--- config.mk ---
export PLATFORM = sky130hd
export DESIGN_NAME = bp_ctrl_flat
export DESIGN_NICKNAME = d
export VERILOG_FILES = /design/src/rtl/bp_ctrl_if.sv /design/src/rtl/bp_ctrl.sv /design/src/flat_wrapper.sv
export SDC_FILE = /design/constraint.sdc
export NUM_CORES = 1
export LEC_CHECK = 0
export BUFFER_PORTS_ARGS = -buffer_cell sky130_fd_sc_hd__buf_2
export CAP_MARGIN = 5
export CORE_MARGIN = 3
export CORE_UTILIZATION = 40
export CTS_BUF_LIST = sky130_fd_sc_hd__clkbuf_4
export DETAILED_ROUTE_END_ITERATION = 7
export GPL_ROUTABILITY_DRIVEN = 0
export PLACE_DENSITY = 0.66
export SLEW_MARGIN = 20
export SYNTH_ARGS = -nofsm -noshare
export SYNTH_HDL_FRONTEND = slang
export SYNTH_SLANG_ARGS = --single-unit
--- constraint.sdc ---
create_clock -name clk -period 3.3 [get_ports clk]
set_input_delay 0.33 -clock clk [delete_from_list [all_inputs] [get_ports clk]]
set_output_delay 0.33 -clock clk [all_outputs]
set_load 0.01 [all_outputs]
--- src/rtl/bp_ctrl_if.sv ---
// Fetch/resolve/update signal bundle between the pipeline and bp_ctrl.
// master = pipeline side (drives branch events), slave = bp_ctrl.
interface bp_ctrl_if #(
    parameter int IDXW = 2
);
    logic            if_branch;
    logic [IDXW-1:0] if_index;
    logic            if_pred;
    logic            mem_branch;
    logic            mem_taken;
    logic            pipe_stall;
    logic            upd_en;
    logic [IDXW-1:0] upd_index;
    logic            upd_taken;
    logic            flush;
    logic            redirect_taken;

    modport master (
        output if_branch, if_index, if_pred, mem_branch, mem_taken, pipe_stall,
        input  upd_en, upd_index, upd_taken, flush, redirect_taken
    );

    modport slave (
        input  if_branch, if_index, if_pred, mem_branch, mem_taken, pipe_stall,
        output upd_en, upd_index, upd_taken, flush, redirect_taken
    );
endinterface

--- src/rtl/bp_ctrl.sv ---
// Branch-prediction controller: in-order queue of in-flight branches, table update and mispredict flush.
// Latency: update/flush one cycle after MEM resolve; pipe_stall freezes push/pop. Optional counters: BP_STATS_EN.
// Backpressure: none; overflowing pushes are dropped and empty pops ignored, both set sticky err.
module bp_ctrl #(
    parameter int DEPTH = 4,
    parameter int IDXW  = 2
) (
    input  logic                     clk,
    input  logic                     rst_n,
    bp_ctrl_if.slave                 bus,
    output logic [$clog2(DEPTH):0]   pending,
    output logic                     err,
    output logic [15:0]              stat_branches,
    output logic [15:0]              stat_mispred
);
    localparam int PTRW = $clog2(DEPTH);

    typedef struct packed {
        logic [IDXW-1:0] index;
        logic            pred;
    } entry_t;

    typedef enum logic {RUN, RECOVER} state_t;

    state_t          state_q, state_d;
    entry_t          q [DEPTH];
    entry_t          head;
    logic [PTRW-1:0] wr_ptr, rd_ptr;
    logic [PTRW:0]   count;

    logic push_req, pop_req, pop_ok, pop_empty, mispred, full, push_ok, overflow;

    always_comb begin
        head      = q[rd_ptr];
        full      = (count == (PTRW+1)'(DEPTH));
        push_req  = bus.if_branch  & ~bus.pipe_stall & (state_q == RUN);
        pop_req   = bus.mem_branch & ~bus.pipe_stall & (state_q == RUN);
        pop_ok    = pop_req & (count != '0);
        pop_empty = pop_req & (count == '0);
        mispred   = pop_ok & (head.pred != bus.mem_taken);
        // A push alongside a mispredict is wrong-path and is discarded with the rest.
        push_ok   = push_req & ~mispred & (~full | pop_ok);
        overflow  = push_req & full & ~pop_ok;
    end

    always_comb begin
        state_d = state_q;
        case (state_q)
            RUN:     if (mispred) state_d = RECOVER;
            RECOVER: state_d = RUN;
            default: state_d = RUN;
        endcase
    end

    always_ff @(posedge clk or negedge rst_n) begin
        if (!rst_n) state_q <= RUN;
        else        state_q <= state_d;
    end

    always_ff @(posedge clk) begin
        if (push_ok) q[wr_ptr] <= '{index: bus.if_index, pred: bus.if_pred};
    end

    always_ff @(posedge clk or negedge rst_n) begin
        if (!rst_n) begin
            wr_ptr <= '0;
            rd_ptr <= '0;
            count  <= '0;
        end else if (mispred) begin
            wr_ptr <= '0;
            rd_ptr <= '0;
            count  <= '0;
        end else begin
            if (push_ok) wr_ptr <= wr_ptr + PTRW'(1);
            if (pop_ok)  rd_ptr <= rd_ptr + PTRW'(1);
            if (push_ok && !pop_ok)      count <= count + (PTRW+1)'(1);
            else if (pop_ok && !push_ok) count <= count - (PTRW+1)'(1);
        end
    end

    always_ff @(posedge clk or negedge rst_n) begin
        if (!rst_n) begin
            bus.upd_en         <= 1'b0;
            bus.upd_index      <= '0;
            bus.upd_taken      <= 1'b0;
            bus.flush          <= 1'b0;
            bus.redirect_taken <= 1'b0;
            err                <= 1'b0;
        end else begin
            bus.upd_en <= pop_ok;
            bus.flush  <= mispred;
            if (pop_ok) begin
                bus.upd_index <= head.index;
                bus.upd_taken <= bus.mem_taken;
            end
            if (mispred)              bus.redirect_taken <= bus.mem_taken;
            if (overflow | pop_empty) err <= 1'b1;
        end
    end

    assign pending = count;

`ifdef BP_STATS_EN
    logic [15:0] br_cnt, mp_cnt;

    always_ff @(posedge clk or negedge rst_n) begin
        if (!rst_n) begin
            br_cnt <= '0;
            mp_cnt <= '0;
        end else begin
            if (pop_ok  && br_cnt != 16'hFFFF) br_cnt <= br_cnt + 16'd1;
            if (mispred && mp_cnt != 16'hFFFF) mp_cnt <= mp_cnt + 16'd1;
        end
    end

    assign stat_branches = br_cnt;
    assign stat_mispred  = mp_cnt;
`else
    assign stat_branches = '0;
    assign stat_mispred  = '0;
`endif
endmodule

--- src/flat_wrapper.sv ---
// flat-port wrapper written by rule: the top's interface ports become plain ports
module bp_ctrl_flat 
#(
    parameter int DEPTH = 4,
    parameter int IDXW  = 2
)
  (clk, rst_n, pending, err, stat_branches, stat_mispred, bus_if_branch, bus_if_index, bus_if_pred, bus_mem_branch, bus_mem_taken, bus_pipe_stall, bus_upd_en, bus_upd_index, bus_upd_taken, bus_flush, bus_redirect_taken);
  bp_ctrl_if #(.IDXW(IDXW)) bus_i ();
  input  logic clk;
  input  logic rst_n;
  output logic [$clog2(DEPTH):0] pending;
  output logic err;
  output logic [15:0] stat_branches;
  output logic [15:0] stat_mispred;
  input wire logic [$bits(bus_i.if_branch)-1:0] bus_if_branch;
  input wire logic [$bits(bus_i.if_index)-1:0] bus_if_index;
  input wire logic [$bits(bus_i.if_pred)-1:0] bus_if_pred;
  input wire logic [$bits(bus_i.mem_branch)-1:0] bus_mem_branch;
  input wire logic [$bits(bus_i.mem_taken)-1:0] bus_mem_taken;
  input wire logic [$bits(bus_i.pipe_stall)-1:0] bus_pipe_stall;
  output wire logic [$bits(bus_i.upd_en)-1:0] bus_upd_en;
  output wire logic [$bits(bus_i.upd_index)-1:0] bus_upd_index;
  output wire logic [$bits(bus_i.upd_taken)-1:0] bus_upd_taken;
  output wire logic [$bits(bus_i.flush)-1:0] bus_flush;
  output wire logic [$bits(bus_i.redirect_taken)-1:0] bus_redirect_taken;
  assign bus_i.if_branch = bus_if_branch;
  assign bus_i.if_index = bus_if_index;
  assign bus_i.if_pred = bus_if_pred;
  assign bus_i.mem_branch = bus_mem_branch;
  assign bus_i.mem_taken = bus_mem_taken;
  assign bus_i.pipe_stall = bus_pipe_stall;
  assign bus_upd_en = bus_i.upd_en;
  assign bus_upd_index = bus_i.upd_index;
  assign bus_upd_taken = bus_i.upd_taken;
  assign bus_flush = bus_i.flush;
  assign bus_redirect_taken = bus_i.redirect_taken;
  bp_ctrl #(.DEPTH(DEPTH), .IDXW(IDXW)) u_core (.clk(clk), .rst_n(rst_n), .bus(bus_i), .pending(pending), .err(err), .stat_branches(stat_branches), .stat_mispred(stat_mispred));
endmodule
# Word-level counts from Yosys, hierarchy flattened
# Memories as Yosys holds them, arrays and structs flattened.
# Cells that the tools add are included.
# classes
eq_ne,2
bitwise,18
reduce_logical,9
n_mux,11
addsub,4
# op_table
cell,n
$and A1 B1 Y1,11
$mux W3,3
$mux W2,4
$reduce_bool A3 Y1,2
$not A1 Y1,5
$add A2 B1 Y2 const B,2
$reduce_bool A2 Y1,2
$add A3 B1 Y3 const B,1
$eq A3 B3 Y1 const B,1
$logic_not A3 Y1,1
$mux W1,3
$sub A3 B1 Y3 const B,1
$logic_and A1 B1 Y1,2
$logic_not A1 Y1,2
$or A1 B1 Y1,2
$pmux W1 S2,1
$ne A1 B1 Y1,1
# totals
input_bits,9
register_bits,15
out_inout_bits,42
mem_bits_rw,12
n_memories,1
wordCells,55
# memory_table
memory,depth,width,read_ports,rd_clocked_by_memory_dff,write_ports,line_no,source
u_core.q,4,3,1,0,1,bp_ctrl.sv:26,entry_t q [DEPTH];

# Depth between registers and ports, before layout
# logic_depth
ltp_word,13
ltp_mapped,10
ltp_nobuf,8

# Worst setup path before layout
# OpenSTA, ideal clock, no wires.
# synth_timing
path_type,register -> register
startpoint,reg u_core.rd_ptr[0]
endpoint,"reg u_core.count[2], in the netlist u_core.pending[2]"
setup_ns,0.087
stages_incl_launch_ff,10
synth_period_minus_slack_ns,2.645
path_slack_ns,0.655
arrival_ns,2.558
required_ns,3.213
cell_sequence,dfrtp_1 -> mux4_2 -> xor2_2 -> buf_6 -> a21oi_1 -> ha_1 -> fa_1 -> xnor2_1 -> or3_1 -> a22oi_1
# synth_via
elab_chain_cells,9
elab_cells_between_ends,12
# synth_rtl
element,line_no,source
"start, declared",bp_ctrl.sv:28,"logic [PTRW-1:0] wr_ptr, rd_ptr;"
"start signal, assigned",bp_ctrl.sv:75,if (pop_ok) rd_ptr <= rd_ptr + PTRW'(1);
$mem_v2 Z4 W3 (*),--,
$ne A1 B1 Y1 (*),bp_ctrl.sv:40,mispred = pop_ok & (head.pred != bus.mem_taken);
$and A1 B1 Y1 (*),bp_ctrl.sv:40,
$not A1 Y1,bp_ctrl.sv:42,push_ok = push_req & ~mispred & (~full | pop_ok);
$and A1 B1 Y1 (2 in a row),bp_ctrl.sv:42,
$logic_and A1 B1 Y1 / $logic_not A1 Y1 (equally long branches),"bp_ctrl.sv:76, bp_ctrl.sv:77",
$mux W3 / $logic_and A1 B1 Y1 (equally long branches),"bp_ctrl.sv:76, bp_ctrl.sv:77",
$mux W3 / $reduce_bool A3 Y1 (equally long branches),--,
"end signal, assigned",bp_ctrl.sv:76,if (push_ok && !pop_ok) count <= count + (PTRW+1)'(1);
"end signal, assigned",bp_ctrl.sv:77,else if (pop_ok && !push_ok) count <= count - (PTRW+1)'(1);
"end, declared",bp_ctrl.sv:29,logic [PTRW:0] count;
# Mark *: on every way between the ends. The rest lies on a longest branch, timed or not.
# A chain may end at the register's enable or synchronous reset.

# Worst setup path after layout
# layout_timing
startpoint,"reg u_core.count[0], in the netlist u_core.pending[0]"
endpoint,"reg u_core.count[2], in the netlist u_core.pending[2]"
# layout_via
elab_chain_cells,9
elab_cells_between_ends,19
# layout_rtl
element,line_no,source
$reduce_bool A3 Y1,bp_ctrl.sv:38,pop_ok = pop_req & (count != '0);
$and A1 B1 Y1,bp_ctrl.sv:38,
$and A1 B1 Y1,bp_ctrl.sv:40,
$not A1 Y1,bp_ctrl.sv:42,
$and A1 B1 Y1 (2 in a row),bp_ctrl.sv:42,
$logic_and A1 B1 Y1 / $logic_not A1 Y1 (equally long branches),"bp_ctrl.sv:76, bp_ctrl.sv:77",
$mux W3 / $logic_and A1 B1 Y1 (equally long branches),"bp_ctrl.sv:76, bp_ctrl.sv:77",
$mux W3 / $reduce_bool A3 Y1 (equally long branches),--,
# Parallel ways exist; a longest one is shown, timed or not. The select of a mux whose other input is x is not followed.

==> impl_metrics.ini <==
[outcome]
outcome = completed

[floorplan]
coreArea_um2 = 3520
row_count = 21
die-area_um2 = 4650
die_h_um = 68.2
dieWidth_um = 68.2
pin_count = 51
start_util = 0.440

[timing]
drv_slew = 0
finalHoldViolCount = 0
skew_ns = 0.00310
fin_crit_ns = 2.61
tns_ns = 0
max_freq_mhz = 383
rsz0062_at_grt = false
finalCritPeriodShare = 0.791
setup_viol = 0

[clocking]
cts_sinks = 27
hold_buffers = 1
cts_root_buffer = clkbuf_4
cts_tree = done
cts.repair.resized = 0
cts_buffers = 3
clk_pin_slew_ns = 0.14
htreeDepth = 1
postCtsSetupBuffers = 0
clock_path_buffers = 2
clock_latency_ns = 0.33

[power_and_ir_drop]
ir_worst_vdd_mv = 0.202
power_density_nw_per_um2 = 688
p_leak_nw = 0.725

[finish]
drive_gt1_frac = 0.219
regArea_um2 = 736
multiInputGateArea_um2 = 637
fin_util = 0.456
final_cell_mix = conb_1, buf_2, dfrtp_1, edfxtp_1, a21oi_1
final_common_cell = conb_1
fillCellCount = 323
n_antenna_cell = 0
final_cell_count_no_fill = 197
design_area_um2 = 1610
synthToLayoutAreaGrowth_pct = 3.80
final_nets = 167

[min_path]
worstHoldEndpoint = u_core.q[3][2]$_DFFE_PP_
min_path_type = primary input to flop
holdPathStages = 1
min_from = bus_if_index[1]

[detailed_routing]
drt-pass1-iter-count = 4
vias = 907
wl_per_cell_um = 11.8
ant_nets = 0
routed_via_density = 4.60
route.detailed.drc = 0
first_iter_violations = 49
wl_um = 2330

[global_routing]
grt_overflow = 0
grt_max_degree = 16
first_global_vias = 825
grt_pass1_wl_um = 3770
antenna_found_initial = 0
track_usage = 0.108

[placed_design]
place_area_um2 = 1570
numPortBuffers = 18
dp.cells = 192
hpwl_um = 1830

[yosys]
ys_types = 38
avgSynthCellArea_um2 = 11.9
syn-cell-area_um2 = 1550
synth_xor_area_frac = 0.0218
synth_area_leaders = dfrtp_1, edfxtp_1, buf_4
muxShareOfSynthArea = 0.0703
synth-simple-area-share = 0.104
ys.warnings.count = 0
synth_top_area_frac = 0.243
yosys.area.top_type = dfrtp_1
synth-compound-area-share = 0.0841
synth_top_family_by_area = buffers and inverters
synthAdderAreaFrac = 0.0534
synth-seq-cells = 27
yosysSeqAreaShare = 0.475
syn_inst = 130

[setup_path]
end_kind = flop
max_stage_delay_ns = 0.68
critPathRequiredTime_ns = 3.56
critical_path.max_fanout = 9
crit_chain = or4b_1 > nand2_1 > a21oi_1 > ha_1 > fa_1 > xnor2_1 > or3_1 > a22oi_1
cp.arrival_ns = 2.87
worstRegToRegCells = 8
r2r-end = u_core.pending[2]$_DFFE_PN0P_
r2r_start = u_core.pending[0]$_DFFE_PN0P_
r2r_slack_ns = 0.69
crit_slowest_cell = or4b_1
cp-start-kind = flop
crit_type = flop to flop

[job]
cap_violations = 0
-- sequential cells by signal, indices dropped and copies added (netlist names) --
register / count
u_core.bus.redirect_taken: 1
u_core.bus.upd_taken: 1
u_core.pending: 3
u_core.bus.upd_en: 1
u_core.rd_ptr: 2
u_core.bus.flush: 1
u_core.wr_ptr: 2
u_core.err: 1
u_core.q: 12
u_core.state_q: 1
u_core.bus.upd_index: 2
-- how the worst max path moves through the flow --
stage / start / endpoint / slack (ns) / depth (start not counted)
finish: u_core.pending[0]$_DFFE_PN0P_ / u_core.pending[2]$_DFFE_PN0P_ / 0.69 / 8
CTS: u_core.pending[0]$_DFFE_PN0P_ / u_core.pending[2]$_DFFE_PN0P_ / 0.68 / 8
floorplan: u_core.rd_ptr[0]$_DFFE_PN0P_ / u_core.pending[2]$_DFFE_PN0P_ / 0.66 / 9
global placement: u_core.pending[0]$_DFFE_PN0P_ / u_core.pending[2]$_DFFE_PN0P_ / 0.76 / 8
detailed placement: u_core.pending[0]$_DFFE_PN0P_ / u_core.pending[2]$_DFFE_PN0P_ / 0.68 / 8
global route: u_core.rd_ptr[0]$_DFFE_PN0P_ / u_core.pending[2]$_DFFE_PN0P_ / 0.55 / 8
-- final cells by class --
type,count,area share
Sequential cell,27,0.458
Multi-Input combinational cell,91,0.396
Timing Repair Buffer,22,0.0763
Tap cell,46,0.0358
Inverter,7,0.0164
Clock buffer,3,0.0140
Clock inverter,1,0.00312
-- kinds of logic (layout without fill, tap and decap cells) --
family / after synthesis / after routing
compound gates: 21 / 21
xor+xnor: 3 / 3
fa+ha+maj: 6 / 6
buf+inv: 43 / 33
flops: 27 / 27
mux: 6 / 6
other cells: 1 / 32
simple gates: 23 / 23
-- power breakdown --
part           internal (mW)  total, mW  switching, mW
sequential             0.437      0.517         0.0797
combinational          0.202      0.446          0.245
clock                 0.0457      0.143         0.0972
-- cell usage after synthesis --
library cell  count
o21ai_0           3
clkbuf_1          1
o31ai_1           2
inv_2             1
or3_1             2
nor3_4            1
xor2_1            1
mux2_2            2
a22oi_1           3
a41o_1            1
mux4_1            2
nor3b_1           1
inv_1             6
nand2b_2          1
xor2_2            1
or4b_1            2
mux2_1            1
dfrtp_1          15
nand3_1           5
and2_1            2
ha_1              5
edfxtp_1         12
and3_1            2
buf_4            32
nor2_1            2
a2bb2oi_1         2
buf_2             2
nor2_4            1
xnor2_1           1
buf_6             1
conb_1            1
mux4_2            1
a21oi_1          10
or4_1             1
nand3b_1          1
or3b_1            1
nand2_1           1
fa_1              1
-- worst max-delay path: cells and delay by family, from the launching register on --
| kind | cells | cell delay [ns] |
|---|---|---|
| simple gates | 3 | 1.11 |
| fa+ha+maj | 2 | 0.60 |
| flops | 1 | 0.49 |
| compound gates | 2 | 0.20 |
| xor+xnor | 1 | 0.14 |
-- per-layer routing --
metal	vias up	wire, um	GRT usage
met1	435	949	0.128
met5	-	0	0
li1	436	-	-
met4	0	46	0.0447
met2	31	1200	0.193
met3	5	137	0.0164
-- metrics by stage --
| stage | total power, mW | hold WS, ns | setup slack (ns) |
|---|---|---|---|
| after floorplan | 0.874 | 0.0344 | 0.655 |
| after global placement | 0.961 | 0.251 | 0.761 |
| after detailed placement | 0.975 | 0.258 | 0.683 |
| after CTS | 1.12 | 0.197 | 0.683 |
| after global routing | 1.20 | 0.194 | 0.549 |
| final | 1.11 | 0.208 | 0.689 |
Power figures use the tool's default switching activity.
